--- src/rtl/multicycle_ctrl.sv ---
// ---------------------------------------------------------------------------
// multicycle_ctrl
//   Main control FSM of the multi-cycle MIPS datapath. Sequences fetch,
//   decode, execute, memory and write-back, drives every datapath enable and
//   the 2-bit ALUop consumed by the downstream ALU control stage, and retires
//   JR inside the R-type execute state using ALU control's jr flag.
//
// Ports
//   clk            system clock, rising edge
//   rst            synchronous active-high reset
//   op             IR[31:26], stable from DECODE until the next FETCH
//   jr             ALU control says "this R-type is JR" (valid with ALUop=10)
//   mem_ready      memory access completes this cycle
//   PCWrite        unconditional PC load
//   PCWriteCond    PC load if ALU Zero (beq)
//   PCWriteCondNE  PC load if ALU not Zero (bne)
//   IorD           memory address select: 0=PC, 1=ALUOut
//   MemRead        memory read strobe
//   MemWrite       memory write strobe
//   IRWrite        IR load
//   MemtoReg       write-back source: 00=ALUOut, 01=MDR, 10=PC
//   RegDst         destination register: 00=rt, 01=rd, 10=r31
//   RegWrite       register file write
//   ALUSrcA        ALU A operand: 0=PC, 1=A
//   ALUSrcB        ALU B operand: 00=B, 01=4, 10=imm, 11=imm<<2
//   ALUop          00=add, 01=sub, 10=use funct
//   PCSource       00=ALU result, 01=ALUOut, 10=jump target, 11=A (jr)
//   illegal        one-cycle pulse on an unsupported opcode
//   state          current state (debug)
//   instr_cnt      retired-instruction count, wraps modulo 2^CNT_W
// ---------------------------------------------------------------------------
module multicycle_ctrl #(
    parameter int          CNT_W   = 32,
    parameter logic [5:0]  OP_ADDI = 6'b001000
) (
    input  logic             clk,
    input  logic             rst,
    input  logic [5:0]       op,
    input  logic             jr,
    input  logic             mem_ready,
    output logic             PCWrite,
    output logic             PCWriteCond,
    output logic             PCWriteCondNE,
    output logic             IorD,
    output logic             MemRead,
    output logic             MemWrite,
    output logic             IRWrite,
    output logic [1:0]       MemtoReg,
    output logic [1:0]       RegDst,
    output logic             RegWrite,
    output logic             ALUSrcA,
    output logic [1:0]       ALUSrcB,
    output logic [1:0]       ALUop,
    output logic [1:0]       PCSource,
    output logic             illegal,
    output logic [3:0]       state,
    output logic [CNT_W-1:0] instr_cnt
);

    localparam logic [3:0] S_FETCH    = 4'd0;
    localparam logic [3:0] S_DECODE   = 4'd1;
    localparam logic [3:0] S_MEM_ADDR = 4'd2;
    localparam logic [3:0] S_MEM_RD   = 4'd3;
    localparam logic [3:0] S_MEM_WB   = 4'd4;
    localparam logic [3:0] S_MEM_WR   = 4'd5;
    localparam logic [3:0] S_R_EXE    = 4'd6;
    localparam logic [3:0] S_R_WB     = 4'd7;
    localparam logic [3:0] S_BRANCH   = 4'd8;
    localparam logic [3:0] S_JUMP     = 4'd9;
    localparam logic [3:0] S_JAL      = 4'd10;
    localparam logic [3:0] S_I_EXE    = 4'd11;
    localparam logic [3:0] S_I_WB     = 4'd12;
    localparam logic [3:0] S_ILLEGAL  = 4'd13;

    localparam logic [5:0] OP_RTYPE = 6'b000000;
    localparam logic [5:0] OP_J     = 6'b000010;
    localparam logic [5:0] OP_JAL   = 6'b000011;
    localparam logic [5:0] OP_BEQ   = 6'b000100;
    localparam logic [5:0] OP_BNE   = 6'b000101;
    localparam logic [5:0] OP_LW    = 6'b100011;
    localparam logic [5:0] OP_SW    = 6'b101011;

    logic [3:0]       state_r;
    logic [3:0]       next_state_s;
    logic [CNT_W-1:0] cnt_r;
    logic             retire_s;

    // Raw (un-gated) strobes; reset masking is applied at the port.
    logic pcwrite_s;
    logic pcwritecond_s;
    logic pcwritecondne_s;
    logic memread_s;
    logic memwrite_s;
    logic irwrite_s;
    logic regwrite_s;
    logic illegal_s;

    // State register.
    always_ff @(posedge clk) begin
        if (rst) begin
            state_r <= S_FETCH;
        end else begin
            state_r <= next_state_s;
        end
    end

    // Next-state decode.
    always_comb begin
        next_state_s = S_FETCH;
        case (state_r)
            S_FETCH:    next_state_s = mem_ready ? S_DECODE : S_FETCH;
            S_DECODE: begin
                case (op)
                    OP_LW, OP_SW:    next_state_s = S_MEM_ADDR;
                    OP_RTYPE:        next_state_s = S_R_EXE;
                    OP_BEQ, OP_BNE:  next_state_s = S_BRANCH;
                    OP_J:            next_state_s = S_JUMP;
                    OP_JAL:          next_state_s = S_JAL;
                    OP_ADDI:         next_state_s = S_I_EXE;
                    default:         next_state_s = S_ILLEGAL;
                endcase
            end
            S_MEM_ADDR: next_state_s = (op == OP_LW) ? S_MEM_RD : S_MEM_WR;
            S_MEM_RD:   next_state_s = mem_ready ? S_MEM_WB : S_MEM_RD;
            S_MEM_WB:   next_state_s = S_FETCH;
            S_MEM_WR:   next_state_s = mem_ready ? S_FETCH : S_MEM_WR;
            S_R_EXE:    next_state_s = jr ? S_FETCH : S_R_WB;
            S_R_WB:     next_state_s = S_FETCH;
            S_BRANCH:   next_state_s = S_FETCH;
            S_JUMP:     next_state_s = S_FETCH;
            S_JAL:      next_state_s = S_FETCH;
            S_I_EXE:    next_state_s = S_I_WB;
            S_I_WB:     next_state_s = S_FETCH;
            S_ILLEGAL:  next_state_s = S_FETCH;
            default:    next_state_s = S_FETCH;
        endcase
    end

    // Output decode: Moore from state, except mem_ready in FETCH and jr in R_EXE.
    always_comb begin
        pcwrite_s       = 1'b0;
        pcwritecond_s   = 1'b0;
        pcwritecondne_s = 1'b0;
        memread_s       = 1'b0;
        memwrite_s      = 1'b0;
        irwrite_s       = 1'b0;
        regwrite_s      = 1'b0;
        illegal_s       = 1'b0;
        IorD            = 1'b0;
        MemtoReg        = 2'b00;
        RegDst          = 2'b00;
        ALUSrcA         = 1'b0;
        ALUSrcB         = 2'b00;
        ALUop           = 2'b00;
        PCSource        = 2'b00;
        case (state_r)
            S_FETCH: begin
                memread_s = 1'b1;
                ALUSrcB   = 2'b01;
                irwrite_s = mem_ready;
                pcwrite_s = mem_ready;
            end
            S_DECODE: begin
                ALUSrcB = 2'b11;
            end
            S_MEM_ADDR: begin
                ALUSrcA = 1'b1;
                ALUSrcB = 2'b10;
            end
            S_MEM_RD: begin
                memread_s = 1'b1;
                IorD      = 1'b1;
            end
            S_MEM_WB: begin
                regwrite_s = 1'b1;
                MemtoReg   = 2'b01;
            end
            S_MEM_WR: begin
                memwrite_s = 1'b1;
                IorD       = 1'b1;
            end
            S_R_EXE: begin
                ALUSrcA   = 1'b1;
                ALUop     = 2'b10;
                pcwrite_s = jr;
                PCSource  = jr ? 2'b11 : 2'b00;
            end
            S_R_WB: begin
                regwrite_s = 1'b1;
                RegDst     = 2'b01;
            end
            S_BRANCH: begin
                ALUSrcA         = 1'b1;
                ALUop           = 2'b01;
                PCSource        = 2'b01;
                pcwritecond_s   = ~op[0];
                pcwritecondne_s = op[0];
            end
            S_JUMP: begin
                pcwrite_s = 1'b1;
                PCSource  = 2'b10;
            end
            S_JAL: begin
                // PC already holds PC+4 from FETCH, so it is the link value.
                pcwrite_s  = 1'b1;
                PCSource   = 2'b10;
                regwrite_s = 1'b1;
                RegDst     = 2'b10;
                MemtoReg   = 2'b10;
            end
            S_I_EXE: begin
                ALUSrcA = 1'b1;
                ALUSrcB = 2'b10;
            end
            S_I_WB: begin
                regwrite_s = 1'b1;
            end
            S_ILLEGAL: begin
                illegal_s = 1'b1;
            end
            default: begin
                illegal_s = 1'b0;
            end
        endcase
    end

    // An instruction retires on the last cycle of its sequence; FETCH
    // self-loops, ILLEGAL and the unused codes never count.
    always_comb begin
        retire_s = 1'b0;
        case (state_r)
            S_MEM_WB, S_R_WB, S_BRANCH, S_JUMP, S_JAL, S_I_WB: retire_s = 1'b1;
            S_MEM_WR: retire_s = mem_ready;
            S_R_EXE:  retire_s = jr;
            default:  retire_s = 1'b0;
        endcase
    end

    // Retired-instruction counter.
    always_ff @(posedge clk) begin
        if (rst) begin
            cnt_r <= {CNT_W{1'b0}};
        end else if (retire_s) begin
            cnt_r <= cnt_r + {{(CNT_W-1){1'b0}}, 1'b1};
        end else begin
            cnt_r <= cnt_r;
        end
    end

    // Reset masks every strobe so an aborted instruction cannot write anything;
    // the mux selects keep following the current state.
    assign PCWrite       = pcwrite_s       & ~rst;
    assign PCWriteCond   = pcwritecond_s   & ~rst;
    assign PCWriteCondNE = pcwritecondne_s & ~rst;
    assign MemRead       = memread_s       & ~rst;
    assign MemWrite      = memwrite_s      & ~rst;
    assign IRWrite       = irwrite_s       & ~rst;
    assign RegWrite      = regwrite_s      & ~rst;
    assign illegal       = illegal_s       & ~rst;
    assign state         = state_r;
    assign instr_cnt     = cnt_r;

endmodule

--- config.mk ---
export PLATFORM = sky130hd
export DESIGN_NAME = multicycle_ctrl
export DESIGN_NICKNAME = d
export VERILOG_FILES = /design/src/rtl/multicycle_ctrl.sv
export SDC_FILE = /design/constraint.sdc
export NUM_CORES = 1
export LEC_CHECK = 0
export CORE_ASPECT_RATIO = 0.5
export CORE_MARGIN = 5
export CORE_UTILIZATION = 41
export DETAILED_ROUTE_END_ITERATION = 6
export PLACE_DENSITY_LB_ADDON = 0.12
export SLEW_MARGIN = 10
export SYNTH_ARGS = -nofsm -noshare
export SYNTH_HDL_FRONTEND = slang
export SYNTH_SLANG_ARGS = --single-unit
--- constraint.sdc ---
create_clock -name clk -period 2.5 [get_ports clk]
set_clock_uncertainty 0.1 [all_clocks]
set_input_delay 0.375 -clock clk [delete_from_list [all_inputs] [get_ports clk]]
set_output_delay 0.375 -clock clk [all_outputs]
set_load 0.03 [all_outputs]
# [Yosys cells after proc, flatten, opt, wreduce, memory -nomap -nowiden]
# Index checks and enable logic that the tools add are counted.
[word_totals] memories=0 ramBits=0 ff_bits=36 romBits=0 out_inout_bits=56 latch_bits=0 elab_cells=68
[classes] mux=24 eq_ne=20 addsub=1 div=0 n_shift=0 order_cmp=0 bitwise=10 mul=0 n_reduce_logical=11
[ops] cell="$add 32x1->32 const B" n=1
[ops] cell="$pmux 4 s7" n=1
[ops] cell="$eq 4x4->1 const B" n=6
[ops] cell="$pmux 4 s6" n=1
[ops] cell="$eq 4x3->1 const B" n=4
[ops] cell="$eq 6x2->1 const B" n=2
[ops] cell="$eq 6x3->1 const B" n=2
[ops] cell="$eq 6x6->1 const B" n=2
[ops] cell="$mux 3" n=4
[ops] cell="$pmux 2 s2" n=3
[ops] cell="$pmux 2 s3" n=2
[ops] cell="$reduce_or 2->1" n=6
[ops] cell="$mux 1" n=10
[ops] cell="$and 1x1->1" n=8
[ops] cell="$eq 4x2->1 const B" n=2
[ops] cell="$reduce_or 4->1" n=2
[ops] cell="$eq 6x4->1 const B" n=1
[ops] cell="$logic_not 6->1" n=1
[ops] cell="$pmux 1 s3" n=2
[ops] cell="$reduce_or 6->1" n=1
[ops] cell="$eq 4x1->1 const B" n=1
[ops] cell="$logic_not 4->1" n=1
[ops] cell="$mux 2" n=1
[ops] cell="$not 1->1" n=2

# [Longest topological paths before layout]
# Gate-level depths: netlist of run 1.
[logic_depth] depth_word=4 mapped_depth=8 mapped_depth_nobuf=6

# [Worst setup path before layout of run 1]
# OpenSTA, ideal clock, no wires.
[synth_timing] path_type="register to output" start="register state_r[3] (netlist: state[3])" end="output port PCWrite" path_buffers=1 required_ns=2.025 arrival_time_ns=2.165 path_slack_ns=-0.140 stages_incl_launch_ff=6 path_cell_list="dfxtp_1 > clkbuf_1 > nor3_1 > a2bb2oi_1 > o22a_1 > nor2_1"
[synth_between] elab_chain_len=4
[synth_rtl] element="from (decl)" line="83" rtl="logic [3:0] state_r;"
[synth_rtl] element="from (signal assigned)" line="103" rtl="state_r <= next_state_s;"
[synth_rtl] element="$eq 4x4->1" line="156" rtl="case (state_r)"
[synth_rtl] element="$reduce_or 2->1 (no line)"
[synth_rtl] element="$pmux 1 s3 (*)" line="156"
[synth_rtl] element="$and 1x1->1 (*)" line="252" rtl="assign PCWrite = pcwrite_s & ~rst;"
[synth_rtl] element="to (decl)" line="41" rtl="output logic PCWrite,"
# Every way passes the cells marked *; elsewhere a longest branch is shown, timed or not.

# [Final worst setup path of run 1]
[layout_timing] start="register state_r[1] (netlist: state[1])" end="output port IorD"
[layout_between] elab_chain_len=3
[layout_rtl] element="$eq 4x3->1 or $eq 4x2->1 (tied branches)" line="156"
[layout_rtl] element="$reduce_or 2->1 (no line) (*)"
[layout_rtl] element="$mux 1 (*)" line="156"
[layout_rtl] element="to (decl)" line="44" rtl="output logic IorD,"
# Marks and branches as above.

==> results of run 1 <==
-- per-stage QoR --
| step | setup WS, ns | hold WS (ns) | area, µm² | utilization [%] | std cells |
|---|---|---|---|---|---|
| after floorplan | 0.0590 | 0.491 | 2230 | - | 281 |
| after global placement | 0.0597 | 0.372 | 3000 | 58.9 | 409 |
| after detailed placement | 0.0224 | 0.384 | 3000 | 58.9 | 409 |
| after CTS | 0.0909 | 0.394 | 3080 | 60.6 | 417 |
| after global routing | 0.104 | 0.429 | 3090 | 60.7 | 417 |
| final | 0.206 | 0.397 | 3090 | 60.7 | 417 |
-- final cells by class --
cell class | instances | share of cell area, %
inverter | 6 | 0.729
multi-input combinational | 219 | 45.4
timing repair buffer | 78 | 24.6
sequential | 36 | 23.4
clock buffer | 6 | 2.67
tap | 70 | 2.83
clock inverter | 2 | 0.324
-- critical path, delay by kind of cell, from the launching register on --
| family | cells | cell delay [ns] |
|---|---|---|
| DFF | 1 | 0.49 |
| and+or+nand+nor | 1 | 0.10 |
| xor gates and xnor gates | 1 | 0.07 |
| buffers and inverters | 2 | 0.87 |
-- path summary, 6_finish.rpt --
check	startpoint	end	slack [ns]	depth (start not counted)
worst max-delay path	state[1]	IorD	0.21	4
worst min-delay path	instr_cnt[31]	instr_cnt[31]	0.40	2
worst max register to register	state[2]	instr_cnt[31]	0.27	6
worst min register to register	instr_cnt[31]	instr_cnt[31]	0.40	2
-- per-layer routing --
layer	GRT usage, %	wire, µm	vias up
met5	0	0	-
met4	6.26	82	0
met3	4.16	444	11
met2	28.0	2620	79
met1	22.5	2810	1038
li1	-	-	1124
-- power groups by stage --
stage	logic, mW	clock network [mW]	registers [mW]
after global routing	0.551	0.460	0.618
after global placement	0.514	0	0.626
after detailed placement	0.522	0	0.626
final	0.512	0.426	0.614
after floorplan	0.310	0	0.641
after CTS	0.513	0.440	0.613
-- flip-flops by register name, indices dropped and copies added (netlist names) --
| name | cells |
|---|---|
| state | 4 |
| instr_cnt | 32 |
-- what timing repair did --
action | 4_1_cts | 5_1_grt
pin swaps | 0 | 1
gates resized for setup | 9 | 3
cloned | 0 | 0
endpoints found under the setup margin | 8 | 3
-- cells in the final DEF, fill, tap and decap left out, types with 3 or more instances in the layout --
| cell type | instances |
|---|---|
| and4_1 | 6 |
| inv_1 | 6 |
| o21ai_0 | 9 |
| nand4_1 | 14 |
| nor2_1 | 47 |
| xnor2_1 | 12 |
| dlygate4sd2_1 | 8 |
| nor4b_2 | 5 |
| clkbuf_8 | 6 |
| a21oi_1 | 9 |
| nor3b_1 | 6 |
| and3_1 | 5 |
| dfxtp_1 | 34 |
| buf_12 | 3 |
| xor2_1 | 17 |
| buf_4 | 18 |
| or3_1 | 5 |
| nand2_1 | 17 |
| nand2b_1 | 5 |
| and2_1 | 3 |
| nand3_1 | 12 |
| nor3_1 | 8 |
| nor4_1 | 3 |
| clkdlybuf4s50_1 | 47 |
| nor2b_1 | 4 |
-- cells by family (layout without fill, tap and decap cells) --
logic type | count (synthesis) | count (layout) | synth area share (%)
DFF | 36 | 36 | 32.4
adders and majority gates | 2 | 2 | 1.07
xor gates and xnor gates | 29 | 29 | 11.4
buffers and inverters | 26 | 92 | 4.84
AOI/OAI and AO/OA | 37 | 37 | 11.7
muxes | 1 | 1 | 0.450
and+or+nand+nor | 150 | 150 | 38.1
==> results.md, run 1 <==
- Status: completed
- Vias in the first global route: between 2k and 2.5k
- Seq. cell area: slightly above 700 µm²
- Initial DRT Pass Iterations: 4
- CTS buffer count: 5
- Ant. Diodes: 0
- Global-route wire length before repair: between 9000 and 10000 µm
- Antenna violations before repair: 0
- Setup CP Type: reg2out
- Core area: between 5000 and 6000 µm²
- Crit-path cells: buf_12, xnor2_1, nor2_1, clkdlybuf4s50_1
- CTS clk-pin slew, worst paths: around 0.070 ns
- All-Layer GR Usage: approximately 17%
- Total Wirelength: roughly 6000 µm
- Top achievable clock speed: around 440 MHz
- Detailed-route via count: around 2.3k
- Leading area contributor after synthesis: dfxtp_1
- Row count: 18
- Commonest register cell after synthesis: dfxtp_1
- Gpl congestion: 0.872
- Syn_nets: around 290
- Final setup violation count: 0
- Top cells by area, synth: dfxtp_1 (32%), nor2_1 (7.9%), xor2_1 (6.7%)
- Synth top area share: about a third
- Worst path arrival time: 1.82 ns
- IO Pins: 66
- Maximum vdd drop: between 0.0002 and 0.0003 V
- Synth warn: 0
- Final Total Pwr: roughly 1.6 mW
- Fill count: 467
- Clock buffer depth: 2
- Worst path max stage delay: roughly 0.68 ns
- Leakage: roughly 1.1 nW
- Setup bufs post-CTS: 0
- Worst slew pin tran: around 0.47 ns
- CP Launch Type: flip-flop
- Drt drc: 0
- Post-cts hold buffer count: 0
- Starting Density: 43.7%
- Yosys cell types: 47
- Final min period: approximately 2.3 ns
- Maximum fanout along the worst path: 16
- Area of the multi-input gates: 1400 µm²
- Post-synth EDFFs: 0
- Cell with the most instances after synthesis: nor2_1
- RSZ-0062 raised after global routing: false
- # clock sinks: 36
- Switching Fraction: roughly a third
- DIE AREA: a little over 7000 µm²
- Syn avg cell area: 7.91 µm²
- Final ANT Viol Nets: 0
- Post-Syn Area: about 2200 µm²
- CTS tree: done
- Nets: about 360
- Psw: ~0.53 mW
- Flops & latches, synth: 36
- Worst-Skew Late Latency: approximately 0.29 ns
- Async SR Flop Fraction: 0%
- # H-tree levels: 2
- DR WL/cell: approximately 14 µm
- Die Height: between 60 and 70 µm
- Layout cells sized above 1: 12.4%
- Max Cap Viol: 0
- Die width: approximately 110 µm
- P&R area growth vs syn: 39.1%
- CP required: about 2.0 ns
- Hold Vio Cnt, Final: 0
- HPWL after DPL: approximately 4400 µm
- Gate power share: about a third
- Sequential fraction of the synthesis area: between 30% and 40%
- Global route total overflow: 0
- Syn Inst Count: around 280
- Port-buffer cells: 65
- Final clock period utilization by the worst path: roughly nine tenths
- Hold WC Path Type: reg2reg
- Pint: between 1 and 1.5 mW
- Slew HR: between 60% and 70%
- Largest net degree at the start of global routing: just over 40
- Total negative setup slack: 0 ns
- Clk pwr share: 27.5%
- Root Buffer: clkbuf_8
- CP Capture Type: primary output
- Slew Limit Fails: 0
- DR vias/cell: 5.40
- Register share of total power: 39.6%
- PwrDens: approximately 500 nW/µm²
- Initial drt markers: ~150
- Slowest cell on the critical path: clkdlybuf4s50_1
- Top cells by count, synth: nor2_1 (47), dfxtp_1 (36), nand2_1 (17), xor2_1 (17), nand4_1 (14)
No activity file was read; power rests on OpenSTA's default activity.
==> inputs of run 2 (changes only) <==
--- a/config.mk
+++ b/config.mk
@@ -5,6 +5,8 @@
 export SDC_FILE = /design/constraint.sdc
 export NUM_CORES = 1
 export LEC_CHECK = 0
+export ABC_AREA = 1
+export ABC_CLOCK_PERIOD_IN_PS = 2500
 export CORE_ASPECT_RATIO = 0.5
 export CORE_MARGIN = 5
 export CORE_UTILIZATION = 41
==> run 2 against run 1 <==
Against the previous run:
- sequential share of layout area decreased by 3.2 points
- count of clock-buffer cells in the layout down 1
- wire length grew 27%
- design area is 16% higher
- fmax down 2.5%
- highest routed layer unchanged
- via count is 32% higher
- first-iteration DRC count increased by 100%
- register-to-register slack gained 0.35 ns
==> results.md, run 2 <==
- IO Pins: 66 (unchanged)
- CP Launch Type: flip-flop
- Syn_nets: 466 (+60%)
- Top achievable clock speed: 425 MHz (-2.5%)
- CP bufs+invs: 2 (unchanged)
- Yosys cell types: 26 (-45%)
- Post-route cell area: 3570 µm² (+16%)
- Synth top area share: 27.3% (-5.1 points)
- CP Capture Type: primary output
- Placed Cells: 600 (+47%)
- Worst slew pin tran: 0.436 ns (-0.0327 ns)
- Final ANT Viol Nets: 0 (unchanged)
- Most used cell, CP: nor2_1
- All-Layer GR Usage: 19.4% (+2.3 points)
- Leading area contributor after synthesis: dfxtp_1
- Vias in the first global route: 2678 (+33%)
- CP required: 2.03 ns (about the same)
- Detailed-route via count: 2969 (+32%)
- Most frequent cells in the layout: nand2_1 (145), nor2_1 (82), clkdlybuf4s50_1 (52)
- Slowest cell on the critical path: clkdlybuf4s50_1
- Slew HR: 70.8% (+2.2 points)
- RSZ-0062 raised after global routing: false
- Setup bufs post-CTS: 0 (unchanged)
- Post-synth EDFFs: 0 (unchanged)
- Maximum fanout along the worst path: 5 (-11)
- CTS tree: done
- Die width: 124 µm (+8.2%)
- Syn Inst Count: 455 (+62%)
- Hold WC Path Type: reg2reg
- P&R area growth vs syn: 35.3%
- Max Cap Viol: 0 (unchanged)
- CTS buffer count: 5 (unchanged)
- Status: completed
- # H-tree levels: 2 (unchanged)
- Syn avg cell area: 5.81 µm² (-27%)
- Largest delay share family, worst path: buffers and inverters
- HPWL after DPL: 5730 µm (+31%)
- Total negative setup slack: 0 ns (unchanged)
- Final cell count without fillers: 608 (+46%)
- Row count: 20 (+2)
- Largest register FFs: 32 (unchanged)
- Post-Syn Area: 2640 µm² (+19%)
- Global-route wire length before repair: 12700 µm (+31%)
- Hold Vio Cnt, Final: 0 (unchanged)
- Ant. Diodes: 0 (unchanged)
- Root Buffer: clkbuf_16
- Slew Limit Fails: 0 (unchanged)
- Synth warn: 0 (unchanged)
- PwrDens: 524 nW/µm² (+4.4%)
- DIE AREA: 8240 µm² (+16%)
- Port-buffer cells: 65 (unchanged)
- Async SR Flop Fraction: 0% (unchanged)
- Top cells by area, synth: dfxtp_1 (27%), nand2_1 (21%), nor2_1 (12%)
- Core area: 6160 µm² (+21%)
- Leakage: 1.40 nW (+22%)
- Flops & latches, synth: 36 (unchanged)
- Crit-path cells: nor2_1, inv_1, nor2_1, clkdlybuf4s50_1
- Commonest non-fill, non-tap cell in the layout: nand2_1
- CTS clk-pin slew, worst paths: 0.06 ns (about the same)
- Die Height: 66.8 µm (+7.6%)
- Area after DPL: 3360 µm² (+12%)
- Initial drt markers: 301 (+100%)
- Global route total overflow: 0 (unchanged)
- Clock buffer depth: 2 (unchanged)
- Setup CP Type: reg2out
- DR WL/cell: 12.4 µm (-13%)
- Commonest register cell after synthesis: dfxtp_1
- DR vias/cell: 4.88 (-9.6%)
- Top cells by count, synth: nand2_1 (145), nor2_1 (82), nand3_1 (51)
- Sequential fraction of the synthesis area: 27.3% (-5.1 points)
- Final min period: 2.35 ns (+0.0595 ns)
- Drt drc: 0 (unchanged)
- Nets: 530 (+48%)
- Starting Density: 42.9% (-0.75 points)
- Worst path max stage delay: 0.69 ns (about the same)
- Cell with the most instances after synthesis: nand2_1
- # clock sinks: 36 (unchanged)
- Worst path arrival time: 1.88 ns (+0.06 ns)
- Fill count: 633 (+36%)
- Worst-Skew Late Latency: 0.28 ns (about the same)
- Gpl congestion: 0.883 (+1.2%)
- Final clock period utilization by the worst path: 94.1% (+2.4 points)
- Largest net degree at the start of global routing: 44 (+7.3%)
- Final setup violation count: 0 (unchanged)
- Antenna violations before repair: 0 (unchanged)
- Initial DRT Pass Iterations: 5 (+1)
- Layout cells sized above 1: 10.0% (-2.4 points)
- Total Wirelength: 7570 µm (+27%)
- Maximum vdd drop: 0.000282 V (+7.4%)
[run 2: cell types whose count changed in the layout (fill, tap and decap cells not counted), moves of 13 or more]
cell     delta
a21oi_1    +26
inv_1      +32
nand2_1   +128
nand3_1    +39
nand4_1    -13
nor2_1     +35
[run 2: layer usage]
| metal | up-vias | global-route usage (%) | routed length, µm |
|---|---|---|---|
| li1 | 1561 | - | - |
| met3 | 7 | 4.83 | 645 |
| met1 | 1303 | 27.5 | 3700 |
| met2 | 98 | 30.2 | 3180 |
| met4 | 0 | 3.31 | 44 |
| met5 | - | 0 | 0 |
[run 2: cells by family (layout without fill, tap and decap cells)]
group                      count (synthesis)  after routing  share of synthesized area, %
AOI/OAI and AO/OA                         43             43                          8.53
adders and majority gates                  1              1                         0.474
xor gates and xnor gates                   9              9                          2.98
and+or+nand+nor                          310            310                          51.5
buffers and inverters                     56            121                          9.24
DFF                                       36             36                          27.3
[run 2: final timing paths]
kind / startpoint / slack [ns] / end / depth (start not counted)
worst max-delay path: state[2] / 0.15 / ALUSrcB[0] / 4
worst min-delay path: instr_cnt[31] / 0.42 / instr_cnt[31] / 2
worst max register to register: instr_cnt[0] / 0.62 / instr_cnt[18] / 10
worst min register to register: instr_cnt[31] / 0.42 / instr_cnt[31] / 2
[run 2: where the power goes]
part	switching [mW]	internal, mW	leakage [nW]
clock network	0.245	0.672	0.104
registers	0.0166	0.586	0.291
logic	0.237	0.116	1.00
[run 2: tightest hold or removal path, cell delays in order, from the launching register on]
cell and delay [ns]:
dfxtp_1 0.33, nand3_1 0.09, a21oi_1 0.06
[run 2: timing repair]
action	4_1_cts	5_1_grt
hold buffers	0	0
setup endpoints to repair	4	3
cloned	0	0
resized for setup	4	3
[run 2: area by class of cell]
type	instances	area [µm²]	area share, %
tap	88	110	3.08
clock buffer	5	125	3.50
inverter	44	165	4.62
clock inverter	3	90.1	2.52
timing repair buffer	69	681	19.0
multi-input combinational	363	1680	47.1
sequential	36	721	20.2
[run 2: through the flow]
stage / setup WS (ns) / power (mW) / util [%] / hold slack, ns
floorplan: 0.131 / 0.865 / - / 0.462
global placement: 0.131 / 0.973 / 54.5 / 0.411
detailed placement: 0.121 / 0.974 / 54.5 / 0.413
CTS: 0.0712 / 1.90 / 57.9 / 0.422
global route: 0.0278 / 1.96 / 58.0 / 0.460
finish: 0.147 / 1.87 / 58.0 / 0.422
